### src/rtl/credit_based_transmitter_pkg.sv
// Shared types for the credit-based transmitter: the credit counter's
// per-cycle operation and the helper that selects it.
package credit_based_transmitter_pkg;

    typedef enum logic [1:0] {
        CREDIT_HOLD     = 2'd0,
        CREDIT_SPEND    = 2'd1,
        CREDIT_GAIN     = 2'd2,
        CREDIT_SATURATE = 2'd3
    } credit_op_e;

    // A spend and a return in the same cycle cancel, even at the maximum.
    function automatic credit_op_e credit_op(input logic decrement,
                                             input logic increment,
                                             input logic at_max);
        credit_op_e op;
        op = CREDIT_HOLD;
        if (decrement && !increment) begin
            op = CREDIT_SPEND;
        end else if (increment && !decrement) begin
            op = at_max ? CREDIT_SATURATE : CREDIT_GAIN;
        end
        return op;
    endfunction

endpackage

### src/rtl/credit_based_transmitter_credit_counter.sv
// Up/down saturating credit counter, loaded with the full budget at reset,
// with a sticky flag for credits returned while already full.
module credit_counter
    import credit_based_transmitter_pkg::*;
#(
    parameter int CREDIT_COUNT = 4,
    parameter int CNT_W        = $clog2(CREDIT_COUNT + 1)
) (
    input  logic             clock,
    input  logic             reset,
    input  logic             decrement,
    input  logic             increment,
    output logic [CNT_W-1:0] count,
    output logic             nonzero,
    output logic             at_max,
    output logic             overflow
);

    localparam logic [CNT_W-1:0] MAX_COUNT = CNT_W'(CREDIT_COUNT);

    logic [CNT_W-1:0] count_q, count_d;
    logic             overflow_q, overflow_d;
    credit_op_e       op;

    assign nonzero  = (count_q != '0);
    assign at_max   = (count_q == MAX_COUNT);
    assign count    = count_q;
    assign overflow = overflow_q;

    always_comb begin
        count_d    = count_q;
        overflow_d = overflow_q;
        op         = credit_op(decrement, increment, at_max);
        case (op)
            CREDIT_SPEND:    count_d = count_q - CNT_W'(1);
            CREDIT_GAIN:     count_d = count_q + CNT_W'(1);
            CREDIT_SATURATE: overflow_d = 1'b1;
            default:         ;
        endcase
    end

    always_ff @(posedge clock) begin
        if (reset) begin
            count_q    <= MAX_COUNT;
            overflow_q <= 1'b0;
        end else begin
            count_q    <= count_d;
            overflow_q <= overflow_d;
        end
    end

endmodule

### src/rtl/credit_based_transmitter.sv
// Valid/ready to credit-based link bridge: forwards one registered word per
// accepted transfer while credits remain.
module credit_based_transmitter
    import credit_based_transmitter_pkg::*;
#(
    parameter int WIDTH        = 8,
    parameter int CREDIT_COUNT = 4
) (
    input  logic                               clock,
    input  logic                               reset,
    input  logic [WIDTH-1:0]                   input_data,
    input  logic                               input_valid,
    output logic                               input_ready,
    output logic [WIDTH-1:0]                   output_data,
    output logic                               output_valid,
    input  logic                               output_credit,
    output logic [$clog2(CREDIT_COUNT+1)-1:0]  credit_count,
    output logic                               idle,
    output logic                               credit_overflow
);

    localparam int CNT_W = $clog2(CREDIT_COUNT + 1);

    logic [WIDTH-1:0] output_data_q, output_data_d;
    logic             output_valid_q, output_valid_d;
    logic             transfer;
    logic             credit_nonzero;
    logic             credit_at_max;

    // Ready depends only on the registered count; a returning credit is
    // not bypassed into the same cycle.
    assign input_ready = credit_nonzero;
    assign transfer    = input_valid && credit_nonzero;

    credit_counter #(
        .CREDIT_COUNT (CREDIT_COUNT),
        .CNT_W        (CNT_W)
    ) u_credit_counter (
        .clock     (clock),
        .reset     (reset),
        .decrement (transfer),
        .increment (output_credit),
        .count     (credit_count),
        .nonzero   (credit_nonzero),
        .at_max    (credit_at_max),
        .overflow  (credit_overflow)
    );

    always_comb begin
        output_data_d  = output_data_q;
        output_valid_d = transfer;
        if (transfer) begin
            output_data_d = input_data;
        end
    end

    always_ff @(posedge clock) begin
        if (reset) begin
            output_data_q  <= '0;
            output_valid_q <= 1'b0;
        end else begin
            output_data_q  <= output_data_d;
            output_valid_q <= output_valid_d;
        end
    end

    assign output_data  = output_data_q;
    assign output_valid = output_valid_q;
    assign idle         = credit_at_max && !output_valid_q;

endmodule
### config.mk
export PLATFORM = sky130hd
export DESIGN_NAME = credit_based_transmitter
export DESIGN_NICKNAME = d
export VERILOG_FILES = /design/src/rtl/credit_based_transmitter_pkg.sv /design/src/rtl/credit_based_transmitter_credit_counter.sv /design/src/rtl/credit_based_transmitter.sv
export SDC_FILE = /design/constraint.sdc
export NUM_CORES = 1
export LEC_CHECK = 0
export CAP_MARGIN = 10
export CORE_MARGIN = 2
export CORE_UTILIZATION = 38
export CTS_CLUSTER_DIAMETER = 120
export DETAILED_ROUTE_END_ITERATION = 7
export GPL_TIMING_DRIVEN = 0
export PLACE_DENSITY = 0.86
export SYNTH_ARGS = -nofsm -noshare
export SYNTH_HDL_FRONTEND = slang
export SYNTH_SLANG_ARGS = --single-unit
### constraint.sdc
create_clock -name clock -period 3.1 [get_ports clock]
set_clock_uncertainty 0.1 [all_clocks]
set_input_delay 0.62 -clock clock [delete_from_list [all_inputs] [get_ports clock]]
set_output_delay 0.62 -clock clock [all_outputs]
set_load 0.03 [all_outputs]
# ---- Yosys cells after proc, flatten, opt, wreduce, memory -nomap -nowiden
# Index checks and enable logic that the tools add are counted.
dict set report totals {
  register_bits 13
  input_bits 12
  output_inout_bits 15
  word_cells 23
}
dict set report classes {
  addsub 2
  eq_ne 4
  muxes 4
  n_reduce_logical 9
}
# op count
set op_table {}
lappend op_table {{$pmux W3 S2} 1}
lappend op_table {{$eq A2 B2 Y1 const B} 2}
lappend op_table {{$logic_and A1 B1 Y1} 4}
lappend op_table {{$mux W2} 2}
lappend op_table {{$add A3 B1 Y3 const B} 1}
lappend op_table {{$eq A3 B3 Y1 const B} 1}
lappend op_table {{$logic_not A1 Y1} 3}
lappend op_table {{$reduce_bool A3 Y1} 1}
lappend op_table {{$sub A3 B1 Y3 const B} 1}
lappend op_table {{$eq A2 B1 Y1 const B} 1}
lappend op_table {{$reduce_bool A2 Y1} 1}
lappend op_table {{$mux W1} 1}

# ---- Logic depth before layout (Yosys ltp)
dict set report depth {
  depth_word 8
  ltp_mapped 9
  depth_no_buf 9
}

# ---- By module
# A second synthesis with hierarchy kept.
dict set report hier_totals {
  hier_cells 66
  hier_area_um2 644.4
}
# module n_inst cells_per_inst area_per_inst_um2 seq_area_each_um2
set by_module_without_submodules {}
lappend by_module_without_submodules {credit_based_transmitter 1 41 409.1 180.2}
lappend by_module_without_submodules {credit_counter 1 25 235.2 80.1}

# ---- Least setup slack after synthesis
# OpenSTA, ideal clock, no wires.
dict set report synth_path {
  kind {reg-to-reg}
  start {register u_credit_counter.count_q[0] (netlist: u_credit_counter.count[0])}
  end {register u_credit_counter.count_q[2] (netlist: u_credit_counter.count[2])}
  setup_time_ns 0.119
  t_arrival_ns 2.219
  required_ns 2.881
  slack_ns 0.662
  stages_incl_launch_ff 10
  n_path_buf 0
  synth_period_minus_slack_ns 2.438
  path_cell_list {dfxtp_1 -> or3_1 -> o21a_1 -> inv_1 -> ha_1 -> inv_1 -> fa_1 -> xnor2_1 -> and3_1 -> o21bai_1}
}
dict set report synth_via {
  elab_chain_cells 8
}
# item line_no
set synth_rtl {}
lappend synth_rtl {{start, declared} credit_based_transmitter_credit_counter.sv:21} ;# logic [CNT_W-1:0] count_q, count_d;
lappend synth_rtl {{start signal, assigned} credit_based_transmitter_credit_counter.sv:47} ;# count_q <= count_d;
lappend synth_rtl {{$reduce_bool A3 Y1 (*)} credit_based_transmitter_credit_counter.sv:25} ;# assign nonzero = (count_q != '0);
lappend synth_rtl {{via input_ready} credit_based_transmitter.sv:13} ;# output logic input_ready,
lappend synth_rtl {{$logic_and A1 B1 Y1 (*)} credit_based_transmitter.sv:33} ;# assign transfer = input_valid && credit_nonzero;
lappend synth_rtl {{$logic_not A1 Y1} credit_based_transmitter_pkg.sv:20} ;# end else if (increment && !decrement) begin
lappend synth_rtl {{$logic_and A1 B1 Y1} credit_based_transmitter_pkg.sv:20}
lappend synth_rtl {{$mux W2} credit_based_transmitter_pkg.sv:20}
lappend synth_rtl {{$mux W2 (*)} credit_based_transmitter_pkg.sv:18} ;# if (decrement && !increment) begin
lappend synth_rtl {{$eq A2 B2 Y1 or $eq A2 B1 Y1 (tied branches)} credit_based_transmitter_credit_counter.sv:34} ;# case (op)
lappend synth_rtl {{$pmux W3 S2 or $reduce_bool A2 Y1 (tied branches)} --}
# Mark *: on every way through the listed nets, which the timed path passes. The rest lies on a longest branch.
# A chain may end at the register's enable or synchronous reset.

# ---- Worst setup path in the final report
dict set report layout_path {
  start {register u_credit_counter.count_q[0] (netlist: u_credit_counter.count[0])}
  end {output port idle}
}
dict set report layout_via {
  elab_chain_cells 2
}
# item line_no
set layout_rtl {}
lappend layout_rtl {{$eq A3 B3 Y1} credit_based_transmitter_credit_counter.sv:26} ;# assign at_max = (count_q == MAX_COUNT);
lappend layout_rtl {{$logic_and A1 B1 Y1} credit_based_transmitter.sv:69} ;# assign idle = credit_at_max && !output_valid_q;
lappend layout_rtl {{end, declared} credit_based_transmitter.sv:18} ;# output logic idle,
# No other way between the ends.

==> results.cfg <==
[outcome]
status = finished, final reports clean

[power]
power_switching_uw = 256
ir_drop_mv = 0.418
seqPwrFrac = 0.375
p_leak_uw = 0.000332
clockPowerShare = 0.161
p_sw_frac = 0.400
total_power_uw = 640
p_per_area_nw_per_um2 = 743
internal_power_uw = 384
pwr-share-comb = 0.464

[timing]
slew_viol_final = 0
setup_viol = 0
final-hold-violation-count = 0
max_freq_mhz = 398
finalSetupTns_ns = 0
post-route-period-util = 0.810
tightest_slew_ns = 0.440
relSlewSlack = 0.707
rsz0062_at_grt = no
min_period_ns = 2.51

[synthesis]
async_flop_share = 0
synth_ff_type = dfxtp_1
synth.area.mux_share = 0.0180
synth_nets = 77
synthXorXnorAreaFrac = 0.0315
synth_top_area_share = 0.468
synth_edf_count = 0
synth_compound_gate_area_share = 0.162
yosysSeqAreaShare = 0.468
synth_fa_ha_area_frac = 0.0811
synth_common_cells = 16 x nand2_1, 13 x dfxtp_1, 9 x a21oi_1
netlist_area_um2 = 556
synth_top_area_cell = dfxtp_1
synthCells = 62
yosys_warnings = 0
yosysMostFrequentCell = nand2_1
ys_ff_latch = 13
syn_avg_cell_area_um2 = 8.96
synthSimpleGateAreaFrac = 0.218
synth_cell_type_count = 19
synth_area_leaders = dfxtp_1 47%, nand2_1 11%, a21oi_1 8.1%, ha_1 4.5%, o31ai_4 3.8%
synth_top_family_by_area = simple AND/OR/NAND/NOR gates

[finish]
antennaDiodeCount = 0
drive_gt1_frac = 0.0435
fin_util = 0.645
fin_nets = 108
area_growth_pct = 55.0
design_area_um2 = 861

[drt]
vias_per_cell = 4.99
wl_per_cell_um = 11.3
vias = 534
drtIter0Drc = 6
ant_nets = 0
finalWirelength_um = 1210
drc = 0
drt_pass1_iterations = 3

[floorplan]
core_area_um2 = 1330
ios = 27
die-area_um2 = 1780
die_w_um = 42.2
die_h_um = 42.2
start_util = 0.417
rows = 13

[cts]
cts_made_buffers = 3
cts_tree = yes
clk_latency_ns = 0.27
cts_hold_buf = 0
cts_setup_buffers = 0
clock_path_buffers = 2
cts-htree-levels = 1
cts_root_buffer = clkbuf_4
clkSinkCount = 13
cts.repair.resized = 0
clkTransAtPathRegs_ns = 0.07

[min_path]
min_path_cells = 2
whs_endpoint = output_data[3]
hold_start = output_data[3]
hold_class = reg2reg

[setup_path]
r2r_cells = 8
r2r-start = u_credit_counter.count[0]
path_class = reg2out
crit_path_cell_trace = nor4b_1 -> clkdlybuf4s50_1
worst-path-buf-inv = 1
r2r_slack_ns = 0.72
start_kind = register
cp_top_family = buffers and inverters
worstPathMaxFanout = 8
worstPathArrival_ns = 1.79
critPathCaptureType = output pin
crit_slowest_cell = clkdlybuf4s50_1
timing.rr.end = u_credit_counter.count[2]
cp.required_ns = 2.38
critPathMaxStageDelay_ns = 0.73

[global_route]
grt_max_degree = 11
track_usage = 0.148
grt.overflow.total = 0
grt_pass1_vias = 459
antenna_found_initial = 0
grt_pass1_wl_um = 1940

[place]
hpwl_um = 903
gp_congestion = 0.711
placed_area_um2 = 835
io_buffers = 26

[run]
maxCapViolCount = 0
cell families (layout without fill, tap and decap cells):
| group | Yosys count | count (layout) |
|---|---|---|
| AOI/OAI and AO/OA | 13 | 13 |
| xor gates and xnor gates | 2 | 2 |
| adders and majority gates | 3 | 3 |
| buffers and inverters | 3 | 33 |
| DFF | 13 | 13 |
| muxes | 1 | 1 |
| and+or+nand+nor | 27 | 27 |
flip-flops by register name, summed over array words and instances, names as in the netlist:
register	flops
output_data	8
output_valid	1
u_credit_counter.count	3
u_credit_counter.overflow	1
power by group through the flow:
stage / clock network [uW] / logic [uW] / registers (uW)
6_report: 103 / 297 / 240
5_1_grt: 114 / 313 / 245
4_1_cts: 106 / 299 / 240
2_1_floorplan: 0 / 123 / 298
3_5_place_dp: 0 / 298 / 244
3_3_place_gp: 0 / 288 / 242
final cells by class:
class	instances	area, um2
fill	111	473
buffer	1	3.75
timing repair buffer	26	260
sequential	13	260
inverter	2	7.51
multi-input combinational	46	284
tap	15	18.8
clock buffer	4	26.3
worst max path at each step:
| stage | from | endpoint | slack (ns) | cells after the start |
|---|---|---|---|---|
| 6_report | u_credit_counter.count[0] | idle | 0.59 | 2 |
| 5_1_grt | input_valid | u_credit_counter.count[2] | 0.49 | 9 |
| 4_1_cts | u_credit_counter.count[0] | idle | 0.56 | 2 |
| 3_5_place_dp | input_valid | u_credit_counter.count[2] | 0.33 | 9 |
| 3_3_place_gp | input_valid | u_credit_counter.count[2] | 0.36 | 10 |
| 2_1_floorplan | u_credit_counter.count[0] | u_credit_counter.count[2] | 0.66 | 9 |
routing by layer:
layer | GRT usage | share of wire | up-vias
li1 | - | - | 269
met1 | 0.177 | 0.41 | 242
met2 | 0.218 | 0.49 | 21
met3 | 0.0517 | 0.072 | 2
met4 | 0.106 | 0.017 | 0
met5 | 0 | 0 | -
layout by cell type, fill, tap and decap left out, drive strengths merged, types with 2 or more instances in the layout:
master / instances
xnor2: 2
nand2: 16
a21oi: 9
inv: 2
nor4b: 2
nor2: 5
clkdlybuf4s50: 26
clkbuf: 5
ha: 2
dfxtp: 13
worst min-delay path, delay by kind of cell, from the launching register on:
| family | cells | cell delay [ns] |
|---|---|---|
| compound gates | 1 | 0.05 |
| flops | 1 | 0.31 |
| simple gates | 1 | 0.05 |
metrics by stage:
stage / std cells / setup WS, ns / hold WS [ns]
4_1_cts: 107 / 0.559 / 0.359
5_1_grt: 107 / 0.494 / 0.373
3_3_place_gp: 103 / 0.359 / 0.342
3_5_place_dp: 103 / 0.327 / 0.348
2_1_floorplan: 62 / 0.662 / 0.476
6_report: 107 / 0.588 / 0.355
No activity file was read; power rests on OpenSTA's default activity.
